--- src/rtl/reg_file_2r1w.sv ---
// Two-read/one-write register file with a post-reset clearing sequencer and write-first bypass.
// Optional build macro REGFILE_ZERO_REG_EN hard-wires entry 0 to zero.
module reg_file_2r1w #(
    parameter int unsigned DATA_W = 8,
    parameter int unsigned ADDR_W = 4,
    parameter int unsigned DEPTH  = 16
) (
    input  logic              clk_i,
    input  logic              rst_i,
    input  logic              wr_en_i,
    input  logic [ADDR_W-1:0] wr_addr_i,
    input  logic [DATA_W-1:0] wr_data_i,
    input  logic [ADDR_W-1:0] rd_addr_a_i,
    output logic [DATA_W-1:0] rd_data_a_o,
    input  logic [ADDR_W-1:0] rd_addr_b_i,
    output logic [DATA_W-1:0] rd_data_b_o,
    output logic              busy_o,
    output logic              wr_drop_o
);

    typedef enum logic [0:0] {StInit, StReady} state_e;

    localparam logic [ADDR_W-1:0] LastPtr = ADDR_W'(DEPTH - 1);

    state_e              state_q, state_d;
    logic [ADDR_W-1:0]   init_ptr_q, init_ptr_d;
    logic                busy_q, busy_d;
    logic                wr_drop_q, wr_drop_d;
    logic [DATA_W-1:0]   rd_a_q, rd_a_d;
    logic [DATA_W-1:0]   rd_b_q, rd_b_d;
    logic [DATA_W-1:0]   mem_q [DEPTH];

    logic                mem_we;
    logic [ADDR_W-1:0]   mem_waddr;
    logic [DATA_W-1:0]   mem_wdata;
    logic                wr_ok;
    logic [DATA_W-1:0]   rd_val_a, rd_val_b;

`ifdef REGFILE_ZERO_REG_EN
    // Entry 0 is constant zero: writes to it vanish and it never bypasses.
    assign wr_ok    = wr_en_i && (wr_addr_i != '0);
    assign rd_val_a = (rd_addr_a_i == '0) ? '0 : mem_q[rd_addr_a_i];
    assign rd_val_b = (rd_addr_b_i == '0) ? '0 : mem_q[rd_addr_b_i];
`else
    assign wr_ok    = wr_en_i;
    assign rd_val_a = mem_q[rd_addr_a_i];
    assign rd_val_b = mem_q[rd_addr_b_i];
`endif

    always_comb begin
        state_d    = state_q;
        init_ptr_d = init_ptr_q;
        busy_d     = busy_q;
        wr_drop_d  = 1'b0;
        rd_a_d     = rd_a_q;
        rd_b_d     = rd_b_q;
        mem_we     = 1'b0;
        mem_waddr  = wr_addr_i;
        mem_wdata  = wr_data_i;
        unique case (state_q)
            StInit: begin
                mem_we     = 1'b1;
                mem_waddr  = init_ptr_q;
                mem_wdata  = '0;
                init_ptr_d = init_ptr_q + ADDR_W'(1);
                rd_a_d     = '0;
                rd_b_d     = '0;
                wr_drop_d  = wr_en_i;
                if (init_ptr_q == LastPtr) begin
                    state_d = StReady;
                    busy_d  = 1'b0;
                end
            end
            StReady: begin
                mem_we = wr_ok;
                rd_a_d = (wr_ok && (rd_addr_a_i == wr_addr_i)) ? wr_data_i : rd_val_a;
                rd_b_d = (wr_ok && (rd_addr_b_i == wr_addr_i)) ? wr_data_i : rd_val_b;
            end
        endcase
    end

    always_ff @(posedge clk_i) begin
        if (rst_i) begin
            state_q    <= StInit;
            init_ptr_q <= '0;
            busy_q     <= 1'b1;
            wr_drop_q  <= 1'b0;
            rd_a_q     <= '0;
            rd_b_q     <= '0;
        end else begin
            state_q    <= state_d;
            init_ptr_q <= init_ptr_d;
            busy_q     <= busy_d;
            wr_drop_q  <= wr_drop_d;
            rd_a_q     <= rd_a_d;
            rd_b_q     <= rd_b_d;
        end
    end

    // Storage has no reset; the init sequencer clears it after every reset.
    always_ff @(posedge clk_i) begin
        if (!rst_i && mem_we) begin
            mem_q[mem_waddr] <= mem_wdata;
        end
    end

    assign rd_data_a_o = rd_a_q;
    assign rd_data_b_o = rd_b_q;
    assign busy_o      = busy_q;
    assign wr_drop_o   = wr_drop_q;

endmodule

--- config.mk ---
export PLATFORM = sky130hd
export DESIGN_NAME = reg_file_2r1w
export DESIGN_NICKNAME = d
export VERILOG_FILES = /design/src/rtl/reg_file_2r1w.sv
export SDC_FILE = /design/constraint.sdc
export NUM_CORES = 1
export LEC_CHECK = 0
export CAP_MARGIN = 20
export CORE_UTILIZATION = 55
export CTS_BUF_LIST = sky130_fd_sc_hd__clkbuf_2 sky130_fd_sc_hd__clkbuf_4 sky130_fd_sc_hd__clkbuf_8
export DETAILED_ROUTE_END_ITERATION = 12
export HOLD_SLACK_MARGIN = 0.1
export PLACE_DENSITY = 0.74
export REMOVE_ABC_BUFFERS = 1
export SYNTH_ARGS = -nofsm -noshare
export SYNTH_HDL_FRONTEND = slang
export SYNTH_SLANG_ARGS = --single-unit
--- constraint.sdc ---
create_clock -name clk_i -period 4.1 [get_ports clk_i]
set_input_delay 1.025 -clock clk_i [delete_from_list [all_inputs] [get_ports clk_i]]
set_output_delay 1.025 -clock clk_i [all_outputs]
set_load 0.005 [all_outputs]
== Word level (Yosys, flattened, before mapping) ==
Memories as Yosys holds them, arrays and structs flattened.
Index checks and enable logic that the tools add are counted.

* Shifts and indexed selects: 0
* Mux-type cells: 11
* Bitwise operators: 1
* Order comparisons: 0
* Divide/modulo/power cells: 0
* Multipliers: 0
* Add/sub/neg operators: 1
* Reductions and logical operators: 6
* Equality and inequality tests: 3

{| class="wikitable"
|+ Operators with widths
! operator !! count
|-
| 8-bit one-hot mux with 2 select lines || 2
|-
| 8-bit two-way mux || 3
|-
| 4-bit == test || 2
|-
| 4-bit by 1-bit adder with 4-bit output (second input constant) || 1
|-
| 4-bit == test (second input constant) || 1
|-
| 1-bit two-way mux || 4
|-
| 4-bit two-way mux || 1
|-
| 1-bit logical AND || 3
|-
| 1-bit one-hot mux with 2 select lines || 1
|-
| 2-bit AND reduction || 1
|-
| 2-bit OR reduction || 1
|-
| 1-bit logical NOT || 1
|-
| 1-bit inverter || 1
|}

* Bits in latches: 0
* Register bits: 23
* ROM bits: 0
* Output and inout port bits: 18
* Bits in writable memories: 128
* Logic and storage cells: 29
* Bits of input ports: 23
* Memories: 1

{| class="wikitable"
|+ Memories
! name !! words !! width !! rd ports !! clocked after memory_dff !! write ports !! RTL line !! source
|-
| mem_q || 16 || 8 || 2 || 0 || 1 || 31 || <nowiki>logic [DATA_W-1:0] mem_q [DEPTH];</nowiki>
|}

== Logic depth before layout (Yosys ltp) ==
Gate-level depths: netlist of the first run.

* Depth after elaboration: 5
* Depth in mapped cells: 6
* Mapped depth without buffers: 4

== Worst setup path after synthesis of the first run ==
Ideal clock, no wire load.

* Kind: in2reg
* Start: input rd_addr_a_i[3]
* End: register rd_a_q[3], in the netlist rd_data_a_o[3]
* Required time: 3.983 ns
* Arrival time: 2.269 ns
* Library setup time: 0.117 ns
* Cell stages on the path: 6
* Buffers on the path: 2
* Setup slack: 1.714 ns
* Cell sequence: clkbuf_1 -> clkbuf_1 -> mux4_2 -> a22oi_1 -> nand2_1 -> a22o_1

* Cells in the longest elaborated chain, start to end: 4
* Elaborated cells between the ends (all ways): 5
* Those cells by class: eq/ne (1); mux (2); reduce/logical (1); memory (1)

{| class="wikitable"
|+ RTL lines
! element !! RTL line !! source
|-
| start: declaration || 13 || <nowiki>input logic [ADDR_W-1:0] rd_addr_a_i,</nowiki>
|-
| parallel branches: the longest is 2 deep, another holds memory read 16 x 8 bit || n/a ||
|-
| 8-bit two-way mux * || 76 || <nowiki>rd_a_d = (wr_ok && (rd_addr_a_i == wr_addr_i)) ? wr_data_i : rd_val_a;</nowiki>
|-
| 8-bit one-hot mux with 2 select lines * || 60 || <nowiki>unique case (state_q)</nowiki>
|-
| end signal: assignment || 95 || <nowiki>rd_a_q <= rd_a_d;</nowiki>
|-
| end: declaration || 29 || <nowiki>logic [DATA_W-1:0] rd_a_q, rd_a_d;</nowiki>
|}

Every way passes the cells marked *.
A chain may end at the register's enable or synchronous reset.

== Worst setup path in the final report of the first run ==
* Start: register state_q
* End: memory mem_q[2][3], enable pin

* Cells in the longest elaborated chain, start to end: 5
* Elaborated cells between the ends (all ways): 6
* Those cells by class: mux (4); bitwise (1); reduce/logical (1)

{| class="wikitable"
|+ RTL lines
! element !! RTL line !! source
|-
| start: declaration || 25 || <nowiki>state_e state_q, state_d;</nowiki>
|-
| start signal: assignment || 84 || <nowiki>state_q <= StInit;</nowiki>
|-
| start signal: assignment || 91 || <nowiki>state_q <= state_d;</nowiki>
|-
| 1-bit inverter || n/a ||
|-
| 1-bit one-hot mux with 2 select lines || 60 ||
|-
| 1-bit logical AND || 102 || <nowiki>if (!rst_i && mem_we) begin</nowiki>
|-
| 1-bit two-way mux || 102 ||
|-
| 1-bit two-way mux (implied by the code) || 103 || <nowiki>mem_q[mem_waddr] <= mem_wdata;</nowiki>
|-
| end: declaration || 31 ||
|}

Parallel ways exist; a longest one is shown, timed or not.

==> results of run 1 <==
-- power by group through the flow --
stage	sequential [mW]	clock (mW)	combinational [mW]
2_1_floorplan	1.70	0	0.123
3_3_place_gp	1.70	0	0.224
3_5_place_dp	1.71	0	0.226
4_1_cts	1.67	1.38	0.227
5_1_grt	1.67	1.43	0.244
6_report	1.67	1.36	0.230
-- worst paths after layout --
kind / from / cells after the start / slack [ns] / end
worst max-delay path: state_q$_SDFF_PP0_ / 4 / 1.36 / mem_q[2][3]$_DFFE_PP_
worst min-delay path: busy_o$_SDFFE_PP1P_ / 1 / 0.45 / busy_o$_SDFFE_PP1P_
worst min register to register: busy_o$_SDFFE_PP1P_ / 1 / 0.45 / busy_o$_SDFFE_PP1P_
worst max register to register: state_q$_SDFF_PP0_ / 4 / 1.36 / mem_q[2][3]$_DFFE_PP_
-- kinds of logic after synthesis --
family	count (synthesis)	share of synthesized area, %
XOR/XNOR	11	1.37
adder cells (fa/ha/maj)	1	0.178
multiplexers	66	22.5
flip-flops	151	61.1
AO/OA/AOI/OAI	58	6.36
buffers and inverters	32	3.37
AND/OR/NAND/NOR	76	5.13
-- layer usage --
metal  vias to the layer above  track usage (%)
met5                         -                0
met4                         0             11.3
met3                        38             8.54
met2                       253             41.1
met1                      2043             35.3
li1                       1732                -
-- cell type report --
| type | instances | area (um^2) |
|---|---|---|
| clock buffers | 22 | 278 |
| clock inverters | 10 | 201 |
| fillers | 866 | 4270 |
| inverters | 2 | 7.51 |
| multi-input cells | 212 | 2500 |
| flip-flops and latches | 151 | 4300 |
| well taps | 168 | 210 |
| repair buffers | 53 | 488 |
-- state kept, by name, indices dropped and copies added (netlist names) --
register	count
mem_q	128
rd_data_a_o	8
wr_drop_o	1
busy_o	1
init_ptr_q	4
rd_data_b_o	8
state_q	1
-- Yosys cell counts --
library cell       n  area (um^2)
edfxtp_1         128         3840
a22oi_1           32          240
mux4_1            32          841
mux4_2            31          698
nor2_1            27          101
dfxtp_1           23          460
nand2_1           22         82.6
a22o_1            16          140
and2_1            10         62.6
clkbuf_1          10         37.5
xor2_1            10         87.6
buf_2              6         30.0
nor2b_1            6         37.5
a21oi_1            4         20.0
buf_12             4         80.1
buf_4              3         22.5
clkdlybuf4s25_2    3         30.0
a31oi_1            2         12.5
and4b_1            2         20.0
buf_1              2         7.51
buf_6              2         22.5
inv_1              2         7.51
mux2i_1            2         20.0
nand3_1            2         10.0
nor4_1             2         12.5
a21o_1             1         7.51
a31o_2             1         8.76
a32oi_1            1         8.76
and2b_2            1         8.76
ha_1               1         12.5
mux4_4             1         25.0
nand2b_1           1         6.26
nor3_1             1         5.00
nor3b_1            1         7.51
o32a_1             1         10.0
or2b_1             1         7.51
xnor2_1            1         8.76
==> metrics.yaml, run 1 <==
path_buf_inv: 0
power.switching_mw: 0.670
place_worst_setup_slack_ns: 1.03
final-hold-violation-count: 0
synth_seq_cells: 151
grt_start_max_net_pins: 34
cts_tree: "yes"
cts_buffers: 17
cts-root-buf: "clkbuf_8"
seqPwrFrac_pct: 51.2
drt_first_pass_iters: 5
io_pins: 41
cp.arrival_ns: 2.82
cap_violations: 0
via_count: 4066
place_congestion: 0.890
die_w_um: 115
total_power_mw: 3.27
grt_pass1_wl_um: 24500
wl_um: 16000
io_buffers: 40
areaGrowthSynthToFinish_pct: 13.4
fin_setup_tns_ns: 0
crit_fanout: 28
path_class: "reg2reg"
wl_per_cell_um: 25.9
met1_length_um: 6410
power_density_mw_per_mm2: 409
start_kind: "register"
netlist_instances: 395
rsz0062_at_grt: "false"
whs_ns: 0.454
final-instance-count-excl-fill: 618
wl_met2_um: 7640
design_area_mm2: 0.00799
highest_layer: "met4"
cts_sinks: 151
via_per_inst: 6.58
coreArea_mm2: 0.0123
syn_avg_cell_area_um2: 17.8
rows: 40
most-common-layout-cells: "edfxtp_1, clkdlybuf4s50_1, mux4_1, a22oi_1, mux4_2"
gr-usage-all-layers_pct: 26.7
fp.dieArea_mm2: 0.0133
crit_path_end_kind: "register"
routed-wl-met3_um: 1560
swShare_pct: 20.5
final_util_pct: 65.2
ant_nets: 0
slew-limit-headroom_pct: 29.2
leakagePower_nw: 2.85
cts_buffer_depth: 2
p_clk_share_pct: 41.8
post-place-cells: 586
clkTransAtPathRegs_ns: 0.08
yosysSeqAreaShare_pct: 61.1
yosysWarnings: 0
die_y_um: 115
clock_latency_ns: 0.46
antenna_cells: 0
syn_area_mm2: 0.00704
cp_slowest_stage_delay_ns: 1.02
antenna_found_initial: 0
cts_resized: 0
period_minus_slack_ns: 2.74
fin_ws_ns: 1.36
cts_max_level: 4
fmax_ghz: 0.365
place_area_mm2: 0.00751
path_cells: "mux2i_1, nor2b_1, nand2_1, nor2_1"
finalClockSkew_ns: 0.0160
power_frac_comb_pct: 7.0
hold_buffers: 0
num-nets-final: 461
post_cts_buffers: 0
start_util_pct: 57.4
hpwl_um: 10400
tightest_slew_ns: 1.06
outcome: "finished clean"
grt-ovfl-total: 0
period_share_pct: 66.8
synth_cell_types: 37
grt_pass1_vias: 4096
drt_iter0_markers: 395
maxSlewViolCount: 0
required_ns: 4.18
vdd_drop_max_mv: 0.224
setup_viol: 0
drc: 0
final_common_cell: "edfxtp_1"
internal_power_mw: 2.60
crit_path_top_delay_cell: "dfxtp_1"
crit_family: "flip-flops"
holdCritPathClass: "reg2reg"
drive_above_1_share_pct: 17.8
No activity file was read; power rests on OpenSTA's default activity.
==> run 2: changes to the inputs <==
Settings changed: PLACE_DENSITY 0.74 to 0.77.
Clock period 4.1 ns to 2.5 ns, I/O delays scaled along.
==> run 2 against run 1 <==
  * Hold slack improved by 0.0035 ns
  * Final cell count is 4.0% higher
  * Sequential power grew 64%
  * Critical endpoint is now rd_data_b_o[5]$_SDFF_PP0_
  * Wire length rose by 4.5%
  * Count of clock-buffer cells in the layout is 1 higher
  * Global-route usage rose by 1.2 points
  * Setup slack worse by 1.1 ns
  * Combinational power is 78% higher
==> metrics.yaml, run 2 (synthesis gave the netlist of run 1 again) <==
final-instance-count-excl-fill: 643  # was 618
via_count: 4212  # was 4066
rows: 40  # unchanged
wl_um: 16700  # was 16000 um
antenna_cells: 0  # unchanged
power_density_mw_per_mm2: 657  # was 409 mW/mm^2
required_ns: 2.90  # was 4.18 ns
cts_buffers: 17  # unchanged
post-place-cells: 611  # was 586
grt-ovfl-total: 0  # unchanged
cap_violations: 0  # unchanged
coreArea_mm2: 0.0123  # unchanged
via_per_inst: 6.55  # was 6.58
path_class: "in2reg"  # was reg2reg
areaGrowthSynthToFinish_pct: 17.1  # was 13.4%
holdCritPathClass: "reg2reg"  # unchanged
period_share_pct: 89.0
start_util_pct: 57.4  # unchanged
drt_first_pass_iters: 5  # unchanged
maxSlewViolCount: 0  # unchanged
hpwl_um: 11100  # was 10400 um
outcome: "finished clean"  # unchanged
grt_pass1_wl_um: 25200  # was 24500 um
cts_buffer_depth: 2  # unchanged
die_w_um: 115  # unchanged
leakagePower_nw: 3.01  # was 2.85 nW
final-hold-violation-count: 0  # unchanged
vdd_drop_max_mv: 0.450  # was 0.224 mV
most-common-layout-cells: "edfxtp_1, clkdlybuf4s50_1, buf_4"  # was edfxtp_1, clkdlybuf4s50_1, mux4_1, a22oi_1, mux4_2
drc: 0  # unchanged
fin_setup_tns_ns: 0  # unchanged
grt_pass1_vias: 4311  # was 4096
slew-limit-headroom_pct: 40.8  # was 29.2%
design_area_mm2: 0.00825  # was 0.00799 mm^2
top_register: "mem_q"  # unchanged
clkTransAtPathRegs_ns: 0.08  # about the same
largest_reg_flops: 128  # unchanged
cts_max_level: 4  # unchanged
cts-root-buf: "clkbuf_8"  # unchanged
place_area_mm2: 0.00775  # was 0.00751 mm^2
place_congestion: 0.887  # was 0.890
fmax_ghz: 0.450
ant_nets: 0  # unchanged
cts_tree: "yes"  # unchanged
total_power_mw: 5.42  # was 3.27 mW
cts_resized: 0  # unchanged
antenna_found_initial: 0  # unchanged
cts_sinks: 151  # unchanged
io_pins: 41  # unchanged
tightest_slew_ns: 0.886  # was 1.06 ns
setup_viol: 0  # unchanged
clock_latency_ns: 0.46  # about the same
num-nets-final: 486  # was 461
rsz0062_at_grt: "false"  # unchanged
post_cts_buffers: 0  # unchanged
hold_buffers: 0  # unchanged
grt_start_max_net_pins: 34  # unchanged
wl_per_cell_um: 26.0  # was 25.9 um
drt_iter0_markers: 544  # was 395
io_buffers: 40  # unchanged
final_common_cell: "edfxtp_1"  # unchanged
crit_fanout: 33  # was 28
whs_ns: 0.458  # was 0.454 ns
fp.dieArea_mm2: 0.0133  # unchanged
period_minus_slack_ns: 2.22
drive_above_1_share_pct: 22.3  # was 17.8%
crit_path_end_kind: "register"  # unchanged
gr-usage-all-layers_pct: 27.8  # was 26.7%
die_y_um: 115  # unchanged
finalClockSkew_ns: 0.00809  # was 0.0160 ns
cp.arrival_ns: 2.62  # was 2.82 ns
start_kind: "input port"  # was register
## run 2: power by group
part,leakage (nW),switching (mW),internal [mW]
registers,1.44,0.0172,2.72
logic,1.32,0.206,0.203
clock network,0.250,0.872,1.40
total,3.01,1.09,4.33
## run 2: stage by stage
step,worst slack (ns),util (%)
after global routing,0.232,67.2
final,0.276,67.2
after floorplan,0.498,-
after global placement,-0.0494,63.2
after detailed placement,-0.129,63.2
after CTS,0.352,67.2
## run 2: path summary, 6_finish.rpt
kind	start	to	slack [ns]	cells past startpoint
setup / recovery	rd_addr_b_i[3]	rd_data_b_o[5]$_SDFF_PP0_	0.28	6
hold / removal	busy_o$_SDFFE_PP1P_	busy_o$_SDFFE_PP1P_	0.46	1
setup reg to reg	state_q$_SDFF_PP0_	mem_q[12][5]$_DFFE_PP_	0.46	4
hold reg to reg	busy_o$_SDFFE_PP1P_	busy_o$_SDFFE_PP1P_	0.46	1
## run 2: worst max-delay path: stages
cell	delay, ns
clkdlybuf4s50_1	0.50
buf_12	0.23
xor2_1	0.10
nor4_1	0.34
and4b_1	0.53
a22o_1	0.25
## run 2: layout make-up
type                       count  area, um^2
tap                          168         210
clock buffer                  23         298
sequential                   151        4300
inverter                       2        7.51
fill                         810        4020
multi-input combinational    212        2500
clock inverter                 9         198
timing repair buffer          78         726
## run 2: layer usage
layer / global-route usage [%] / wire (um) / vias up
li1: - / - / 1785
met1: 37.1 / 6550 / 2134
met2: 43.8 / 8160 / 239
met3: 6.54 / 1460 / 54
met4: 13.2 / 548 / 0
met5: 0 / 0 / -
==> run 3: changes to the inputs <==
Settings changed: PLACE_DENSITY 0.77 to 0.85, REMOVE_ABC_BUFFERS 1 to not set.
==> run 3 against run 2 <==
  * Clock skew grew 0.0019 ns
  * First-iteration DRC count grew 3.5%
  * Clock power is 23% lower
  * Combinational power rose by 2%
  * Count of clock-buffer cells in the layout decreased by 2
  * Non-clock buffer count unchanged
==> metrics.yaml, run 3 (synthesis gave the netlist of run 1 again) <==
outcome: "finished clean"  # unchanged
period_minus_slack_ns: 2.32  # was 2.22 ns
grt_start_max_net_pins: 34  # unchanged
holdCritPathClass: "reg2reg"  # unchanged
wl_um: 16700  # about the same
drive_above_1_share_pct: 21.7  # was 22.3%
rows: 40  # unchanged
cts_resized: 0  # unchanged
fp.dieArea_mm2: 0.0133  # unchanged
path_cells: "nor2b_1, a31o_2, nand2_1, nor2_1"  # was clkdlybuf4s50_1, buf_12, xor2_1, nor4_1, and4b_1, a22o_1
die_y_um: 115  # unchanged
worst-path-stages: 4  # was 6
post_cts_buffers: 0  # unchanged
finalClockSkew_ns: 0.00997  # was 0.00809 ns
via_count: 4290  # was 4212
period_share_pct: 92.8  # was 89.0%
place_congestion: 0.901  # was 0.887
crit_fanout: 11  # was 33
met1_usage_pct: 32.6  # was 37.1%
cts_tree: "yes"  # unchanged
via_per_inst: 6.67  # was 6.55
final_common_cell: "edfxtp_1"  # unchanged
rsz0062_at_grt: "false"  # unchanged
cp_slowest_stage_delay_ns: 0.86  # was 0.53 ns
cts_max_level: 4  # unchanged
drt_iter0_markers: 563  # was 544
cts_buffers: 17  # unchanged
gr-usage-all-layers_pct: 27.4  # was 27.8%
setup_viol: 0  # unchanged
coreArea_mm2: 0.0123  # unchanged
cap_violations: 0  # unchanged
hpwl_um: 11300  # was 11100 um
met2_usage_pct: 45.9  # was 43.8%
whs_ns: 0.455  # was 0.458 ns
final-hold-violation-count: 0  # unchanged
grt-ovfl-total: 0  # unchanged
tightest_slew_ns: 1.11  # was 0.886 ns
start_util_pct: 57.4  # unchanged
power_density_mw_per_mm2: 606  # was 657 mW/mm^2
place_area_mm2: 0.00774  # was 0.00775 mm^2
io_buffers: 40  # unchanged
start_kind: "register"  # was input port
ant_nets: 0  # unchanged
io_pins: 41  # unchanged
wl_per_cell_um: 26.0  # about the same
min_from: "busy_o$_SDFFE_PP1P_"  # unchanged
multi_input_area_mm2: 0.00250  # unchanged
syn_nets: 419
vdd_drop_max_mv: 0.396  # was 0.450 mV
required_ns: 2.57  # was 2.90 ns
r2r_cells: 4  # unchanged
whs_path_depth: 1  # unchanged
leakagePower_nw: 2.95  # was 3.01 nW
clock_latency_ns: 0.45  # was 0.46 ns
use_met3_pct: 9.12  # was 6.54%
top_register: "mem_q"  # unchanged
clkTransAtPathRegs_ns: 0.08  # about the same
antenna_found_initial: 0  # unchanged
path_buf_inv: 0  # was 2
crit_family: "simple AND/OR/NAND/NOR gates"  # unchanged
cts-root-buf: "clkbuf_8"  # unchanged
cts_sinks: 151  # unchanged
num-nets-final: 486  # unchanged
crit_path_top_delay_cell: "nor2_1"  # was and4b_1
cp.arrival_ns: 2.39  # was 2.62 ns
slew-limit-headroom_pct: 25.5  # was 40.8%
drt_first_pass_iters: 5  # unchanged
cts_buffer_depth: 2  # unchanged
rrSetupSlack_ns: 0.18  # was 0.46 ns
r2r-end: "mem_q[12][0]$_DFFE_PP_"  # was mem_q[12][5]$_DFFE_PP_
seqCellArea_mm2: 0.00430  # unchanged
design_area_mm2: 0.00811  # was 0.00825 mm^2
largest_reg_flops: 128  # unchanged
die_w_um: 115  # unchanged
crit_path_end_kind: "register"  # unchanged
antenna_cells: 0  # unchanged
most-common-layout-cells: "edfxtp_1, clkdlybuf4s50_1, buf_4"  # unchanged
areaGrowthSynthToFinish_pct: 15.1  # was 17.1%
n_fill_cell: 812  # was 810
grt_pass1_vias: 4367  # was 4311
drc: 0  # unchanged
path_class: "reg2reg"  # was in2reg
grt-busiest-layer: "met2"  # unchanged
maxSlewViolCount: 0  # unchanged
hold_path_end: "busy_o$_SDFFE_PP1P_"  # unchanged
hold_buffers: 0  # unchanged
r2r-start: "state_q$_SDFF_PP0_"  # unchanged
fmax_ghz: 0.431  # was 0.450 GHz
grt_pass1_wl_um: 24900  # was 25200 um
[run 3: changes by cell type in the layout (fill, tap and decap cells not counted)]
cell / change
bufinv_16: -4
clkbuf_8: -3
clkinv_4: +1
clkinv_1: +3
clkinv_2: +2
buf_4: +1
clkbuf_4: +1
buf_12: -1
[run 3: area by class of cell]
class                           instances  area share (%)
Sequential cell                       151            53.1
Multi-Input combinational cell        212            30.9
Timing Repair Buffer                   78            8.79
Clock buffer                           21            3.26
Tap cell                              168            2.59
Clock inverter                         11            1.33
Inverter                                2          0.0926
[run 3: worst reg2reg max path: stages, from the launching register on]
cell and delay (ns):
dfxtp_1 0.42, nor2b_1 0.35, a31o_2 0.19, nand2_1 0.11, nor2_1 0.86
[run 3: worst max path at each step]
stage	startpoint	end	slack [ns]
global placement	wr_addr_i[3]	mem_q[12][2]$_DFFE_PP_	-0.1
detailed placement	wr_addr_i[3]	mem_q[12][4]$_DFFE_PP_	-0.18
floorplan	rd_addr_a_i[3]	rd_data_a_o[3]$_SDFF_PP0_	0.51
global route	state_q$_SDFF_PP0_	mem_q[12][0]$_DFFE_PP_	0.16
CTS	state_q$_SDFF_PP0_	mem_q[12][0]$_DFFE_PP_	0.25
finish	state_q$_SDFF_PP0_	mem_q[12][0]$_DFFE_PP_	0.18
[run 3: metal layers]
layer | part of all wire (%) | vias to the layer above
met3 | 11 | 54
li1 | - | 1787
met4 | 2.8 | 2
met5 | 0.33 | -
met1 | 35 | 2142
met2 | 51 | 305
[run 3: where the power goes]
part | leakage, nW | total [mW] | switching [mW] | internal [mW]
Sequential | 1.44 | 2.74 | 0.0167 | 2.72
Combinational | 1.31 | 0.419 | 0.215 | 0.203
Clock | 0.194 | 1.75 | 0.838 | 0.912
[run 3: metrics by stage]
| stage | utilization [%] | total power, mW | instances | setup WS (ns) | setup TNS [ns] |
|---|---|---|---|---|---|
| floorplan | - | 3.06 | 395 | 0.514 | 0 |
| detailed placement | 63.1 | 3.21 | 611 | -0.181 | -2.63 |
| global placement | 63.1 | 3.19 | 611 | -0.0957 | -1.11 |
| finish | 66.1 | 4.91 | 643 | 0.181 | 0 |
| CTS | 66.1 | 4.93 | 643 | 0.254 | 0 |
| global route | 66.1 | 5.06 | 643 | 0.157 | 0 |
